--- src/rtl/cpu4_ifu_pkg.sv ---
// Shared constants and PC helpers for the cpu4 instruction fetch unit.
package cpu4_ifu_pkg;

  localparam int          XLEN         = 32;
  localparam logic [31:0] RESET_PC_DEF = 32'h0000_0000;

  typedef logic [XLEN-1:0] word_t;

  // Sequential word step; 32'hFFFF_FFFC rolls over to 0 naturally.
  function automatic word_t pc_inc(input word_t pc);
    return pc + 32'd4;
  endfunction

  function automatic word_t pc_align(input word_t pc);
    return pc & ~32'd3;
  endfunction

endpackage

--- src/rtl/cpu4_ifu_fifo.sv ---
// Prefetch buffer: DEPTH x 32 synchronous FIFO with flush and occupancy count.
module cpu4_ifu_fifo
  import cpu4_ifu_pkg::*;
#(
  parameter int DEPTH = 2
) (
  input  logic                       clk,
  input  logic                       rst_n,
  input  logic                       push_i,
  input  logic                       pop_i,
  input  logic                       flush_i,
  input  word_t                      data_i,
  output word_t                      data_o,
  output logic [$clog2(DEPTH):0]     count_o
);

  localparam int AW = $clog2(DEPTH);
  localparam int CW = AW + 1;

  word_t          mem_q [DEPTH];
  logic [AW-1:0]  wr_ptr_q, rd_ptr_q;
  logic [CW-1:0]  count_q;

  // Storage is reset so the head word reads as zero out of reset.
  always_ff @(posedge clk or negedge rst_n) begin
    if (!rst_n) begin
      for (int i = 0; i < DEPTH; i++) mem_q[i] <= '0;
      wr_ptr_q <= '0;
      rd_ptr_q <= '0;
      count_q  <= '0;
    end else if (flush_i) begin
      wr_ptr_q <= '0;
      rd_ptr_q <= '0;
      count_q  <= '0;
    end else begin
      if (push_i) begin
        mem_q[wr_ptr_q] <= data_i;
        wr_ptr_q        <= wr_ptr_q + AW'(1);
      end
      if (pop_i) rd_ptr_q <= rd_ptr_q + AW'(1);
      count_q <= count_q + CW'(push_i) - CW'(pop_i);
    end
  end

  assign data_o  = mem_q[rd_ptr_q];
  assign count_o = count_q;

endmodule

--- src/rtl/cpu4_ifu.sv ---
// cpu4 instruction fetch: sequential word requests, in-order responses into a
// prefetch FIFO, redirect flushes the buffer and drops stale in-flight words.
module cpu4_ifu
  import cpu4_ifu_pkg::*;
#(
  parameter int          DEPTH    = 2,
  parameter logic [31:0] RESET_PC = RESET_PC_DEF
) (
  input  logic        clk,
  input  logic        reset,
  input  logic        redirect,
  input  logic [31:0] redirect_pc,
  output logic        imem_req_valid,
  input  logic        imem_req_ready,
  output logic [31:0] imem_req_addr,
  input  logic        imem_rsp_valid,
  input  logic [31:0] imem_rsp_data,
  output logic        instr_valid,
  input  logic        instr_ready,
  output logic [31:0] instr,
  output logic [31:0] instr_pc
);

  localparam int CW = $clog2(DEPTH) + 1;

  word_t          fetch_pc_q, fetch_pc_d;
  word_t          head_pc_q, head_pc_d;
  logic [CW-1:0]  out_cnt_q, out_cnt_d;
  logic [CW-1:0]  drop_cnt_q, drop_cnt_d;
  logic [CW-1:0]  fifo_count;
  logic [CW:0]    occupancy;
  logic           req_fire, rsp_fire, deq, push, pop;

  assign deq       = instr_valid & instr_ready;
  assign req_fire  = imem_req_valid & imem_req_ready;
  assign rsp_fire  = imem_rsp_valid;

  // Reserve a FIFO slot for every outstanding request, so responses never stall.
  assign occupancy      = {1'b0, out_cnt_q} + {1'b0, fifo_count} - (CW+1)'(deq);
  assign imem_req_valid = reset & (occupancy < (CW+1)'(DEPTH));
  assign imem_req_addr  = fetch_pc_q;

  assign push = rsp_fire & (drop_cnt_q == '0) & ~redirect;
  assign pop  = deq & ~redirect;

  always_comb begin
    fetch_pc_d = fetch_pc_q;
    head_pc_d  = head_pc_q;
    drop_cnt_d = drop_cnt_q;
    out_cnt_d  = out_cnt_q + CW'(req_fire) - CW'(rsp_fire);
    if (redirect) begin
      fetch_pc_d = pc_align(redirect_pc);
      head_pc_d  = pc_align(redirect_pc);
      drop_cnt_d = out_cnt_d;
    end else begin
      if (req_fire) fetch_pc_d = pc_inc(fetch_pc_q);
      if (deq)      head_pc_d  = pc_inc(head_pc_q);
      if (rsp_fire && drop_cnt_q != '0) drop_cnt_d = drop_cnt_q - CW'(1);
    end
  end

  always_ff @(posedge clk or negedge reset) begin
    if (!reset) begin
      fetch_pc_q <= RESET_PC;
      head_pc_q  <= RESET_PC;
      out_cnt_q  <= '0;
      drop_cnt_q <= '0;
    end else begin
      fetch_pc_q <= fetch_pc_d;
      head_pc_q  <= head_pc_d;
      out_cnt_q  <= out_cnt_d;
      drop_cnt_q <= drop_cnt_d;
    end
  end

  cpu4_ifu_fifo #(.DEPTH(DEPTH)) u_fifo (
    .clk     (clk),
    .rst_n   (reset),
    .push_i  (push),
    .pop_i   (pop),
    .flush_i (redirect),
    .data_i  (imem_rsp_data),
    .data_o  (instr),
    .count_o (fifo_count)
  );

  assign instr_valid = (fifo_count != '0);
  assign instr_pc    = head_pc_q;

endmodule
--- config.mk ---
export PLATFORM = sky130hd
export DESIGN_NAME = cpu4_ifu
export DESIGN_NICKNAME = d
export VERILOG_FILES = /design/src/rtl/cpu4_ifu_pkg.sv /design/src/rtl/cpu4_ifu_fifo.sv /design/src/rtl/cpu4_ifu.sv
export SDC_FILE = /design/constraint.sdc
export NUM_CORES = 1
export LEC_CHECK = 0
export BUFFER_PORTS_ARGS = -buffer_cell sky130_fd_sc_hd__buf_2
export CAP_MARGIN = 20
export CELL_PAD_IN_SITES_DETAIL_PLACEMENT = 2
export CELL_PAD_IN_SITES_GLOBAL_PLACEMENT = 2
export CORE_UTILIZATION = 30
export CTS_BUF_LIST = sky130_fd_sc_hd__clkbuf_8
export CTS_CLUSTER_SIZE = 25
export DETAILED_ROUTE_END_ITERATION = 8
export PLACE_DENSITY = 0.71
export SYNTH_ARGS = -nofsm -noshare
export SYNTH_HDL_FRONTEND = slang
export SYNTH_HIERARCHICAL = 1
export SYNTH_SLANG_ARGS = --single-unit
--- constraint.sdc ---
create_clock -name clk -period 4.05 [get_ports clk]
set_input_delay 0 -clock clk [delete_from_list [all_inputs] [get_ports clk]]
set_output_delay 0 -clock clk [all_outputs]
set_load 0.05 [all_outputs]
==> flow_summary.toml <==
[setup_path]
required_ns = 4.39
endpoint_kind = "flip-flop"
crit_chain = "or2_2 > nand2_1 > nor2_1 > o21ai_0 > fa_1 > xnor2_1 > or4_1 > nor4_1 > xor2_1 > mux2_2"
crit_fanout = 10
critPathArrivalTime_ns = 3.91
critPathTopFamily = "simple AND/OR/NAND/NOR gates"
crit_path_start_kind = "flip-flop"
worstSetupPathType = "reg -> reg"
cpMaxStageDelayCell = "or4_1"
crit_buf_inv = 0
max_stage_delay_ns = 0.84

[power_and_ir_drop]
power_frac_seq_pct = 36.2
powerDensity_nw_per_um2 = 606
p_clk_share_pct = 20.9
pwr-share-comb_pct = 42.9
ir_worst_vdd_uv = 240
power.internal_mw = 3.00
leakagePower_nw = 3.98
p_sw_mw = 2.32
p_sw_share_pct = 43.6

[synth]
synth.most_common_cell = "dfrtp_1"
synth_edf_count = 0
synth-seq-cells = 132
synth_top_flop_cell = "dfrtp_1"
synth_common_cells = "dfrtp_1, mux2_2, xor2_1, xnor2_1, nand2_1"
yosys.area.top_type = "dfrtp_1"
synth_top_area_share_pct = 49.4
yosysUniqueCellTypes = 45
yosys-top-cells-area = "dfrtp_1, mux2_2, xor2_1, xnor2_1, nand4_1"
async_flop_share_pct = 100
netlist_area_um2 = 6690
synth_cells = 554
avgSynthCellArea_um2 = 12.1
yosysSeqAreaShare_pct = 49.4
yosysWarningCount = 6

[sta]
relSlewSlack_pct = 36.9
holdWs_ns = 0.0534
fin_crit_sh_pct = 88.3
tns_ns = 0
worst_pin_slew_ns = 0.939
slew_viol_final = 0
fmax_ghz = 0.280
finalClockSkew_ns = 0.0152
period_minus_slack_ns = 3.58
finalHoldViolCount = 0
rsz0062_at_grt = "no"
final-setup-viol-count = 0
setup_slack_ns = 0.473

[clock_network]
clockRootBuffer = "clkbuf_8"
cts_buffers = 17
cts.sinks = 132
cts_max_path_buffers = 2
insertion_delay_ns = 0.45
clk_pin_slew_ns = 0.08
h-tree-depth = 4
cts_tree = "built"

[route]
drc = 0
drtAntennaViolNets = 0
dr.pass1.iters = 6
num_vias = 5244
via_per_inst = 4.87
routedWlPerCell_um = 19.7
drtIter0Drc = 111
wl_mm = 21.2

[min_path]
hp-class = "in -> reg"

[die]
io_pins = 168
dieArea_um2 = 22900
die_h_um = 151
core_area_um2 = 21800
die_w_um = 151
initial_utilization_pct = 30.7
num_rows = 54

[placement]
dpl_cell_area_um2 = 7750
routabilityCongestion = 0.775
place_ws_ns = 0.449
hpwlAfterDp_mm = 14.5
io_buffers = 161

[layout]
final_area_um2 = 8780
syn_to_final_growth_pct = 31.2
regArea_um2 = 3300
drive_above_1_share_pct = 41.3
finalNetCount = 862
fillers = 2327
final_util_pct = 40.2
multi_input_area_um2 = 3180

[global_route]
grt_antenna_before_repair = 1
grt_overflow = 0
grt_pass1_wl_mm = 33.3
grt_start_max_net_pins = 66
grt_pass1_vias = 5949
track_usage_pct = 19.3

[status]
status = "completed"

[job]
cap_viol_max_count = 0
[timing repair]
item                      CTS  global route
hold endpoints to repair  164             0
hold buffers               65             0
resized for setup           0             0
setup buffers               0             0
[metrics by stage]
stage	power, mW	cells
3_5_place_dp	4.18	979
3_3_place_gp	4.06	979
4_1_cts	5.36	1075
5_1_grt	5.61	1076
2_1_floorplan	3.60	557
6_report	5.32	1076
[logic make-up (layout without fill, tap and decap cells)]
group,Yosys count,in the layout,synth area share [%]
AND/OR/NAND/NOR,143,143,11.7
adder cells (fa/ha/maj),9,9,1.79
other,1,5,0.0560
AO/OA/AOI/OAI,40,40,3.91
buffers and inverters,40,278,3.44
XOR/XNOR,61,61,8.19
flip-flops,132,132,49.4
multiplexers,128,128,21.5
[layout by cell type, fill, tap and decap left out, types with 2 or more instances in the layout]
cell           instances
and4_1                 3
and3_1                 6
nand2_1               28
nor3_1                 8
nand3_1               17
clkinv_4               2
mux2_1                 2
mux2_2               125
buf_4                  7
a21boi_0              16
xor2_1                31
nand2b_1              10
dfrtp_1              132
nor2_1                22
or3_1                  4
xnor2_1               29
nor2b_1                2
bufinv_16              2
dlygate4sd3_1         65
a31oi_1                3
conb_1                 4
o21ai_0                7
ha_1                   8
clkbuf_8              19
nor4_1                 8
clkinv_2               4
a21oi_1                9
nand4_1               26
inv_1                 16
buf_2                160
[registers in the layout, indices dropped and copies added (netlist names)]
signal           flops
u_fifo/mem_q        64
imem_req_addr       30
instr_pc            30
drop_cnt_q           2
out_cnt_q            2
u_fifo/count_o       2
u_fifo/rd_ptr_q      1
u_fifo/wr_ptr_q      1
[per-layer routing]
metal	wire length, µm	vias up	track usage (%)
li1	-	2416	-
met1	9280	2701	24.2
met2	11000	95	33.3
met3	543	32	2.83
met4	453	0	7.45
met5	0	-	0
[final timing paths]
check | slack, ns | endpoint | from | cells past startpoint
worst max-delay path | 0.47 | imem_req_addr[19]$_DFFE_PN0P_ | u_fifo/count_o[1]$_DFF_PN0_ | 10
max in group asynchronous | 2.97 | instr_pc[31]$_DFFE_PN0N_ | reset | 3
worst max register to register | 0.47 | imem_req_addr[19]$_DFFE_PN0P_ | u_fifo/count_o[1]$_DFF_PN0_ | 10
min in group asynchronous | 0.07 | u_fifo/mem_q[1]$_DFFE_PN0P_ | reset | 2
worst min-delay path | 0.05 | u_fifo/wr_ptr_q$_DFFE_PN0P_ | redirect | 2
worst min register to register | 0.49 | u_fifo/mem_q[39]$_DFFE_PN0P_ | u_fifo/mem_q[39]$_DFFE_PN0P_ | 1
[final cells by class]
class / instances / share of cell area, %
flip-flops and latches: 132 / 37.6
multi-input cells: 385 / 36.2
repair buffers: 233 / 17.3
well taps: 280 / 3.99
clock buffers: 19 / 2.98
clock inverters: 12 / 1.33
inverters: 14 / 0.599
diodes: 1 / 0.0285
[power groups by stage]
| stage | registers (mW) | logic [mW] | clock network (mW) |
|---|---|---|---|
| 2_1_floorplan | 2.10 | 1.50 | 0 |
| 3_3_place_gp | 1.90 | 2.16 | 0 |
| 3_5_place_dp | 1.94 | 2.24 | 0 |
| 4_1_cts | 1.92 | 2.30 | 1.15 |
| 5_1_grt | 1.97 | 2.44 | 1.20 |
| 6_report | 1.92 | 2.28 | 1.11 |
Power figures use the tool's default switching activity.
